==> config.mk <==
export PLATFORM = sky130hd
export DESIGN_NAME = icmp_responder_flat
export DESIGN_NICKNAME = d
export VERILOG_FILES = /design/src/rtl/icmp_responder_pkg.sv /design/src/rtl/icmp_responder_if.sv /design/src/rtl/icmp_responder_payload_ram.sv /design/src/rtl/icmp_responder.sv /design/src/flat_wrapper.sv
export SDC_FILE = /design/constraint.sdc
export NUM_CORES = 2
export LEC_CHECK = 0
export CORE_MARGIN = 2
export CORE_UTILIZATION = 25
export CTS_CLUSTER_DIAMETER = 120
export DETAILED_ROUTE_END_ITERATION = 10
export GPL_ROUTABILITY_DRIVEN = 0
export HOLD_SLACK_MARGIN = 0.02
export PLACE_DENSITY = 0.47
export SLEW_MARGIN = 10
export SYNTH_ARGS = -nofsm -noshare
export SYNTH_HDL_FRONTEND = slang
export SYNTH_SLANG_ARGS = --single-unit
export TNS_END_PERCENT = 50
==> constraint.sdc <==
create_clock -name clock -period 5.3 [get_ports clock]
set_clock_uncertainty 0.15 [all_clocks]
set_input_delay 1.06 -clock clock [delete_from_list [all_inputs] [get_ports clock]]
set_output_delay 1.06 -clock clock [all_outputs]
set_load 0.1 [all_outputs]
==> src/rtl/icmp_responder_pkg.sv <==
// Shared ICMP constants, FSM state type and the one's-complement fold helper
// used by the ICMP echo responder.
package icmp_responder_pkg;

    localparam logic [7:0] ICMP_TYPE_ECHO_REQ = 8'd8;
    localparam logic [7:0] ICMP_TYPE_ECHO_REP = 8'd0;
    localparam logic [7:0] ICMP_TYPE_UNREACH  = 8'd3;
    localparam int         ICMP_HDR_LEN       = 4;

    typedef enum logic [2:0] {
        IDLE    = 3'd0,
        HEADER  = 3'd1,
        PAYLOAD = 3'd2,
        CHECK   = 3'd3,
        TXREQ   = 3'd4,
        TX      = 3'd5,
        DISCARD = 3'd6
    } icmp_state_t;

    // Two carry-add folds of a 32-bit sum; the second fold can never overflow.
    function automatic logic [15:0] csum_fold(input logic [31:0] s);
        logic [16:0] once;
        once = {1'b0, s[15:0]} + {1'b0, s[31:16]};
        return once[15:0] + {15'h0, once[16]};
    endfunction

endpackage

==> src/rtl/icmp_responder_if.sv <==
// Transmit-side handshake between the ICMP responder (master) and the
// Ethernet transmit arbiter (slave).
interface icmp_responder_if;
    logic        tx_enable;
    logic        tx_request;
    logic        tx_active;
    logic [7:0]  tx_data;
    logic [15:0] length;
    logic [47:0] destination_mac;
    logic [31:0] destination_ip;

    modport master (
        input  tx_enable,
        output tx_request, tx_active, tx_data, length, destination_mac, destination_ip
    );

    modport slave (
        output tx_enable,
        input  tx_request, tx_active, tx_data, length, destination_mac, destination_ip
    );
endinterface

==> src/rtl/icmp_responder_payload_ram.sv <==
// Echo payload buffer: single-clock simple dual-port RAM with registered read.
module icmp_responder_payload_ram #(
    parameter int DEPTH = 512,
    parameter int AW    = $clog2(DEPTH)
) (
    input  logic          clock,
    input  logic          we,
    input  logic [AW-1:0] waddr,
    input  logic [7:0]    wdata,
    input  logic [AW-1:0] raddr,
    output logic [7:0]    rdata
);
    logic [7:0] mem [DEPTH];

    always_ff @(posedge clock) begin
        if (we) begin
            mem[waddr] <= wdata;
        end
        rdata <= mem[raddr];
    end
endmodule

==> src/rtl/icmp_responder.sv <==
// ICMP echo responder: buffers echo requests, optionally verifies their
// checksum, serves the echo reply to the tx arbiter and decodes type-3 packets.
module icmp_responder
    import icmp_responder_pkg::*;
#(
    parameter int MAX_PAYLOAD    = 512,
    parameter int VERIFY_RX_CSUM = 1,
    parameter int CNT_W          = 16
) (
    input  logic             clock,
    input  logic             reset,
    input  logic             rx_enable,
    input  logic [7:0]       rx_data,
    input  logic [47:0]      remote_mac,
    input  logic [31:0]      remote_ip,
    icmp_responder_if.master tx,
    output logic             dst_unreachable,
    output logic [7:0]       unreach_code,
    output logic             rx_csum_error,
    output logic [CNT_W-1:0] drop_count
);
    localparam int AW = $clog2(MAX_PAYLOAD);
    localparam int PW = AW + 1;

    icmp_state_t      state_reg, state_next;
    logic             unreach_path_reg, unreach_path_next;
    logic [1:0]       hdr_idx_reg, hdr_idx_next;
    logic [31:0]      acc_reg, acc_next;
    logic [31:0]      pay_reg, pay_next;
    logic [PW-1:0]    wr_ptr_reg, wr_ptr_next;
    logic [AW-1:0]    rd_ptr_reg, rd_ptr_next;
    logic [15:0]      tx_idx_reg, tx_idx_next;
    logic [7:0]       tx_data_reg, tx_data_next;
    logic             tx_active_reg, tx_active_next;
    logic [15:0]      length_reg, length_next;
    logic [15:0]      reply_csum_reg, reply_csum_next;
    logic [47:0]      dmac_reg, dmac_next;
    logic [31:0]      dip_reg, dip_next;
    logic [7:0]       unreach_code_reg, unreach_code_next;
    logic             dst_unreach_reg, dst_unreach_next;
    logic             csum_err_reg, csum_err_next;
    logic [CNT_W-1:0] drop_count_reg, drop_count_next;
    logic             rx_enable_d_reg;

    logic             rx_rise;
    logic             drop_inc;
    logic             ram_we;
    logic [7:0]       ram_rdata;
    logic [31:0]      byte_word;
    logic [15:0]      acc_fold;
    logic [15:0]      pay_fold;

    assign rx_rise   = rx_enable & ~rx_enable_d_reg;
    // Even payload offsets are the high byte of a 16-bit word.
    assign byte_word = wr_ptr_reg[0] ? {24'h0, rx_data} : {16'h0, rx_data, 8'h00};
    assign acc_fold  = csum_fold(acc_reg);
    assign pay_fold  = csum_fold(pay_reg);

    icmp_responder_payload_ram #(
        .DEPTH (MAX_PAYLOAD),
        .AW    (AW)
    ) u_ram (
        .clock (clock),
        .we    (ram_we),
        .waddr (wr_ptr_reg[AW-1:0]),
        .wdata (rx_data),
        .raddr (rd_ptr_reg),
        .rdata (ram_rdata)
    );

    always_comb begin
        state_next        = state_reg;
        unreach_path_next = unreach_path_reg;
        hdr_idx_next      = hdr_idx_reg;
        acc_next          = acc_reg;
        pay_next          = pay_reg;
        wr_ptr_next       = wr_ptr_reg;
        rd_ptr_next       = rd_ptr_reg;
        tx_idx_next       = tx_idx_reg;
        tx_data_next      = tx_data_reg;
        tx_active_next    = tx_active_reg;
        length_next       = length_reg;
        reply_csum_next   = reply_csum_reg;
        dmac_next         = dmac_reg;
        dip_next          = dip_reg;
        unreach_code_next = unreach_code_reg;
        dst_unreach_next  = 1'b0;
        csum_err_next     = 1'b0;
        drop_inc          = 1'b0;
        ram_we            = 1'b0;

        case (state_reg)
            IDLE: begin
                if (rx_rise) begin
                    dmac_next         = remote_mac;
                    dip_next          = remote_ip;
                    acc_next          = {16'h0, rx_data, 8'h00};
                    pay_next          = 32'h0;
                    wr_ptr_next       = '0;
                    rd_ptr_next       = '0;
                    hdr_idx_next      = 2'd0;
                    unreach_path_next = (rx_data == ICMP_TYPE_UNREACH);
                    if (rx_data == ICMP_TYPE_ECHO_REQ || rx_data == ICMP_TYPE_UNREACH) begin
                        state_next = HEADER;
                    end else begin
                        state_next = DISCARD;
                    end
                end
            end
            HEADER: begin
                if (!rx_enable) begin
                    drop_inc   = 1'b1;
                    state_next = IDLE;
                end else begin
                    case (hdr_idx_reg)
                        2'd0: begin
                            acc_next = acc_reg + {24'h0, rx_data};
                            if (unreach_path_reg) begin
                                unreach_code_next = rx_data;
                                dst_unreach_next  = 1'b1;
                                state_next        = DISCARD;
                            end else if (rx_data != 8'h00) begin
                                drop_inc   = 1'b1;
                                state_next = DISCARD;
                            end else begin
                                hdr_idx_next = 2'd1;
                            end
                        end
                        2'd1: begin
                            acc_next     = acc_reg + {16'h0, rx_data, 8'h00};
                            hdr_idx_next = 2'd2;
                        end
                        default: begin
                            acc_next   = acc_reg + {24'h0, rx_data};
                            state_next = PAYLOAD;
                        end
                    endcase
                end
            end
            PAYLOAD: begin
                if (!rx_enable) begin
                    state_next = CHECK;
                end else if (wr_ptr_reg == PW'(MAX_PAYLOAD)) begin
                    drop_inc   = 1'b1;
                    state_next = DISCARD;
                end else begin
                    ram_we      = 1'b1;
                    wr_ptr_next = wr_ptr_reg + PW'(1);
                    acc_next    = acc_reg + byte_word;
                    pay_next    = pay_reg + byte_word;
                end
            end
            CHECK: begin
                if (VERIFY_RX_CSUM != 0 && acc_fold != 16'hFFFF) begin
                    csum_err_next = 1'b1;
                    drop_inc      = 1'b1;
                    state_next    = IDLE;
                end else begin
                    length_next     = 16'(ICMP_HDR_LEN) + 16'(wr_ptr_reg);
                    reply_csum_next = ~pay_fold;
                    rd_ptr_next     = '0;
                    state_next      = TXREQ;
                end
            end
            TXREQ: begin
                if (tx.tx_enable) begin
                    tx_active_next = 1'b1;
                    tx_data_next   = ICMP_TYPE_ECHO_REP;
                    tx_idx_next    = 16'd1;
                    state_next     = TX;
                end
            end
            TX: begin
                if (tx_idx_reg == length_reg) begin
                    tx_active_next = 1'b0;
                    tx_data_next   = 8'h00;
                    tx_idx_next    = 16'd0;
                    wr_ptr_next    = '0;
                    rd_ptr_next    = '0;
                    state_next     = IDLE;
                end else begin
                    case (tx_idx_reg)
                        16'd1:   tx_data_next = 8'h00;
                        16'd2:   tx_data_next = reply_csum_reg[15:8];
                        16'd3:   tx_data_next = reply_csum_reg[7:0];
                        default: tx_data_next = ram_rdata;
                    endcase
                    tx_idx_next = tx_idx_reg + 16'd1;
                    // Read address runs one byte ahead to hide the RAM latency.
                    if (tx_idx_reg >= 16'd3) begin
                        rd_ptr_next = rd_ptr_reg + AW'(1);
                    end
                end
            end
            DISCARD: begin
                if (!rx_enable) begin
                    state_next = IDLE;
                end
            end
            default: state_next = IDLE;
        endcase

        if ((state_reg == CHECK || state_reg == TXREQ || state_reg == TX) && rx_rise) begin
            drop_inc = 1'b1;
        end

        drop_count_next = drop_count_reg;
        if (drop_inc && drop_count_reg != {CNT_W{1'b1}}) begin
            drop_count_next = drop_count_reg + CNT_W'(1);
        end
    end

    always_ff @(posedge clock) begin
        if (reset) begin
            state_reg        <= IDLE;
            unreach_path_reg <= 1'b0;
            hdr_idx_reg      <= 2'd0;
            acc_reg          <= 32'h0;
            pay_reg          <= 32'h0;
            wr_ptr_reg       <= '0;
            rd_ptr_reg       <= '0;
            tx_idx_reg       <= 16'd0;
            tx_data_reg      <= 8'h00;
            tx_active_reg    <= 1'b0;
            length_reg       <= 16'd0;
            reply_csum_reg   <= 16'd0;
            dmac_reg         <= 48'h0;
            dip_reg          <= 32'h0;
            unreach_code_reg <= 8'h00;
            dst_unreach_reg  <= 1'b0;
            csum_err_reg     <= 1'b0;
            drop_count_reg   <= '0;
            rx_enable_d_reg  <= 1'b0;
        end else begin
            state_reg        <= state_next;
            unreach_path_reg <= unreach_path_next;
            hdr_idx_reg      <= hdr_idx_next;
            acc_reg          <= acc_next;
            pay_reg          <= pay_next;
            wr_ptr_reg       <= wr_ptr_next;
            rd_ptr_reg       <= rd_ptr_next;
            tx_idx_reg       <= tx_idx_next;
            tx_data_reg      <= tx_data_next;
            tx_active_reg    <= tx_active_next;
            length_reg       <= length_next;
            reply_csum_reg   <= reply_csum_next;
            dmac_reg         <= dmac_next;
            dip_reg          <= dip_next;
            unreach_code_reg <= unreach_code_next;
            dst_unreach_reg  <= dst_unreach_next;
            csum_err_reg     <= csum_err_next;
            drop_count_reg   <= drop_count_next;
            rx_enable_d_reg  <= rx_enable;
        end
    end

    assign tx.tx_request      = (state_reg == TXREQ);
    assign tx.tx_active       = tx_active_reg;
    assign tx.tx_data         = tx_data_reg;
    assign tx.length          = length_reg;
    assign tx.destination_mac = dmac_reg;
    assign tx.destination_ip  = dip_reg;
    assign dst_unreachable    = dst_unreach_reg;
    assign unreach_code       = unreach_code_reg;
    assign rx_csum_error      = csum_err_reg;
    assign drop_count         = drop_count_reg;
endmodule
==> src/flat_wrapper.sv <==
// flat-port wrapper written by rule: the top's interface ports become plain ports
module icmp_responder_flat import icmp_responder_pkg::*;
#(
    parameter int MAX_PAYLOAD    = 512,
    parameter int VERIFY_RX_CSUM = 1,
    parameter int CNT_W          = 16
)
  (clock, reset, rx_enable, rx_data, remote_mac, remote_ip, dst_unreachable, unreach_code, rx_csum_error, drop_count, tx_tx_enable, tx_tx_request, tx_tx_active, tx_tx_data, tx_length, tx_destination_mac, tx_destination_ip);
  icmp_responder_if tx_i ();
  input  logic clock;
  input  logic reset;
  input  logic rx_enable;
  input  logic [7:0] rx_data;
  input  logic [47:0] remote_mac;
  input  logic [31:0] remote_ip;
  output logic dst_unreachable;
  output logic [7:0] unreach_code;
  output logic rx_csum_error;
  output logic [CNT_W-1:0] drop_count;
  input wire logic [$bits(tx_i.tx_enable)-1:0] tx_tx_enable;
  output wire logic [$bits(tx_i.tx_request)-1:0] tx_tx_request;
  output wire logic [$bits(tx_i.tx_active)-1:0] tx_tx_active;
  output wire logic [$bits(tx_i.tx_data)-1:0] tx_tx_data;
  output wire logic [$bits(tx_i.length)-1:0] tx_length;
  output wire logic [$bits(tx_i.destination_mac)-1:0] tx_destination_mac;
  output wire logic [$bits(tx_i.destination_ip)-1:0] tx_destination_ip;
  assign tx_i.tx_enable = tx_tx_enable;
  assign tx_tx_request = tx_i.tx_request;
  assign tx_tx_active = tx_i.tx_active;
  assign tx_tx_data = tx_i.tx_data;
  assign tx_length = tx_i.length;
  assign tx_destination_mac = tx_i.destination_mac;
  assign tx_destination_ip = tx_i.destination_ip;
  icmp_responder #(.MAX_PAYLOAD(MAX_PAYLOAD), .VERIFY_RX_CSUM(VERIFY_RX_CSUM), .CNT_W(CNT_W)) u_core (.clock(clock), .reset(reset), .rx_enable(rx_enable), .rx_data(rx_data), .remote_mac(remote_mac), .remote_ip(remote_ip), .tx(tx_i), .dst_unreachable(dst_unreachable), .unreach_code(unreach_code), .rx_csum_error(rx_csum_error), .drop_count(drop_count));
endmodule
==> flow_metrics.tcl <==
set metrics [dict create \
    start_kind "register" \
    ys_seq_area_frac 0.741 \
    stdcell_area_um2 204000 \
    dr.first_iter.drc_count 8467 \
    synth_flop_cell "edfxtp_1" \
    drv_slew 0 \
    yosys_warnings 0 \
    setup_violations 0 \
    irDropWorstVdd_v 0.000300 \
    antenna_found_initial 36 \
    drtPass1Iterations 5 \
    synth-seq-cells 4352 \
    synth-edff-count 4096 \
    p_total_mw 74.3 \
    hpwl_um 310000 \
    yosysTopAreaCellShare 0.712 \
    syn_to_final_growth_pct 18.2 \
    hold_path_class "register to register" \
    stdcell_count 18600 \
    num_vias 86500 \
    cts_root_buf "clkbuf_16" \
    cts.sinks 4352 \
    syn_area_um2 173000 \
    max_slew_margin 0.0210 \
    synth_most_common_cell "edfxtp_1" \
    die_h_um 835 \
    setup_tns_ns 0 \
    largest_reg_flops 4096 \
    setup.worst_path.class "register to register" \
    place_area_um2 189000 \
    nNetsFinal 9224 \
    end_kind "register" \
    cp_max_fo 6 \
    grt_overflow 0 \
    max-cap-violations 0 \
    port_buffers 218 \
    p_per_area_nw_per_um2 364 \
    synth_cell_types 74 \
    htreeDepth 5 \
    cts_tree "built" \
    clk_pin_slew_ns 0.06 \
    reg2reg_setup_slack_ns 0.23 \
    syn_avg_cell_area_um2 20.5 \
    p_leak_nw 60.5 \
    core_region_area_um2 689000 \
    ant_nets 0 \
    die_area_um2 698000 \
    top_register "u_core.u_ram.mem" \
    drt_wl_total_um 490000 \
    outcome "complete, no violations" \
    die_x_um 835 \
    ctsHoldBuffers 0 \
    ios 224 \
    arrival_ns 5.84 \
    cp.required_ns 6.07 \
    yosys-top-cells-area "edfxtp_1 71%, mux4_2 18%, dfxtp_1 3.0%, nor2_1 1.5%, clkbuf_1 0.76%" \
    fin_crit_ns 5.07 \
    max_freq_mhz 197 \
    synth_common_cells "4096 x edfxtp_1, 1356 x mux4_2, 705 x nor2_1, 350 x clkbuf_1, 334 x nand2_1" \
    fin_ws_ns 0.226 \
    grt_max_degree 197 \
    grt_first_pass_wirelength_um 694000 \
    pre_cts_slack_ns -0.265 \
    tightest_slew_ns 1.47 \
    grt_pass1_vias 89200 \
    viasPerCell 4.65 \
    synth_largest_area_cell "edfxtp_1" \
    drive_gt1_frac 0.270 \
    synthArstFlopShare 0 \
    initial_core_util 0.251 \
    dp_cells 17800 \
    cts_made_buffers 453 \
    routedWlPerCell_um 26.3 \
    clkLatencyLatePin_ns 1.07 \
    period_share 0.957 \
    drc_errors 0 \
    track_usage 0.136 \
    clockBufferDepth 4 \
    hold_violations 0 \
    synthCells 8412 \
    num_rows 305 \
]
==> per-layer routing <==
layer | global-route usage | vias to the layer above | routed length, µm
li1 | - | 36100 | -
met5 | 0 | - | 10
met1 | 0.188 | 47200 | 214000
met4 | 0.0295 | 2 | 11000
met2 | 0.226 | 2686 | 237000
met3 | 0.0212 | 553 | 28400
==> final timing paths <==
path                                startpoint                      endpoint  depth (start not counted)
hold / removal    u_core.tx.destination_ip[27]  u_core.tx.destination_ip[27]                          2
setup / recovery             u_core.acc_reg[0]          u_core.rd_ptr_reg[6]                         26
hold reg to reg   u_core.tx.destination_ip[27]  u_core.tx.destination_ip[27]                          2
setup reg to reg             u_core.acc_reg[0]          u_core.rd_ptr_reg[6]                         26
==> logic make-up (layout without fill, tap and decap cells) <==
logic type               count (synthesis)  in the layout  share of synthesized area
AND/OR/NAND/NOR                       1368           1368                     0.0343
flip-flops                            4352           4352                      0.741
AO/OA/AOI/OAI                          553            553                     0.0200
adder cells (fa/ha/maj)                103            103                    0.00772
multiplexers                          1378           1378                      0.178
XOR/XNOR                               110            110                    0.00581
buffers and inverters                  547           1537                     0.0129
other                                    1             15                  0.0000217
==> critical path, stage by stage (launching register included) <==
cell and delay, ns:
dfxtp_2 0.34, ha_4 0.16, inv_2 0.05, fa_2 0.19, nand2b_4 0.13, a21oi_4 0.07, a2111oi_4 0.37, buf_4 0.17
o21bai_2 0.09, a21oi_2 0.14, nor2b_1 0.06, o21ai_1 0.13, nand2b_1 0.07, a21o_1 0.19, ha_2 0.18, ha_2 0.18
xor2_1 0.16, nor3_1 0.24, nand4b_1 0.11, or4_4 0.45, nor4_4 0.13, buf_4 0.14, and4_4 0.21, buf_12 0.13
a21oi_4 0.09, or4_4 0.51, a21oi_2 0.16
==> where the power goes <==
| group | switching, mW | total (mW) | internal [mW] |
|---|---|---|---|
| registers | 0.170 | 37.9 | 37.7 |
| logic | 3.19 | 4.46 | 1.26 |
| clock network | 13.6 | 31.9 | 18.4 |
==> cell usage in the layout, fill, tap and decap left out, types with 16 or more instances in the layout <==
master	count
inv_1	42
clkdlybuf4s50_1	209
nand3_4	16
and3_1	50
nand3_1	58
a211oi_1	49
xor2_1	50
nor2_1	703
a21o_1	32
buf_12	98
xnor2_1	57
dfxtp_1	247
a21oi_1	215
clkbuf_1	86
clkinv_1	94
nand2_1	333
nor3_1	23
clkinvlp_4	27
mux4_2	1356
nor2b_1	21
ha_1	93
o21ai_0	83
buf_4	344
a22oi_1	29
clkbuf_16	459
o31ai_1	18
or3_1	22
nand4_1	18
bufinv_16	50
clkinv_2	79
edfxtp_1	4096
nand2b_1	17
and2_1	20
==> layout make-up <==
cell class / count / area [µm²]
fill: 66800 / 485000
sequential: 4352 / 128000
multi-input combinational: 3517 / 42900
clock buffer: 549 / 11900
tap: 9210 / 11500
timing repair buffer: 662 / 6810
clock inverter: 283 / 2940
inverter: 43 / 161
antenna: 10 / 25.0
==> repair_timing <==
| action | in CTS | in global routing |
|---|---|---|
| setup buffers | 1 | 2 |
| endpoints found under the setup margin | 40 | 53 |
| hold endpoints to repair | 0 | 0 |
| resized for setup | 14 | 18 |
| pin swaps | 7 | 11 |
| cloned | 1 | 0 |
==> metrics by stage <==
stage                      util  hold slack (ns)
final                     0.297            0.304
after global routing      0.296            0.294
after CTS                 0.296            0.253
after detailed placement  0.275            0.301
after global placement    0.275            0.296
after floorplan               -            0.281
Note: power is estimated with default switching activity, not from simulation.
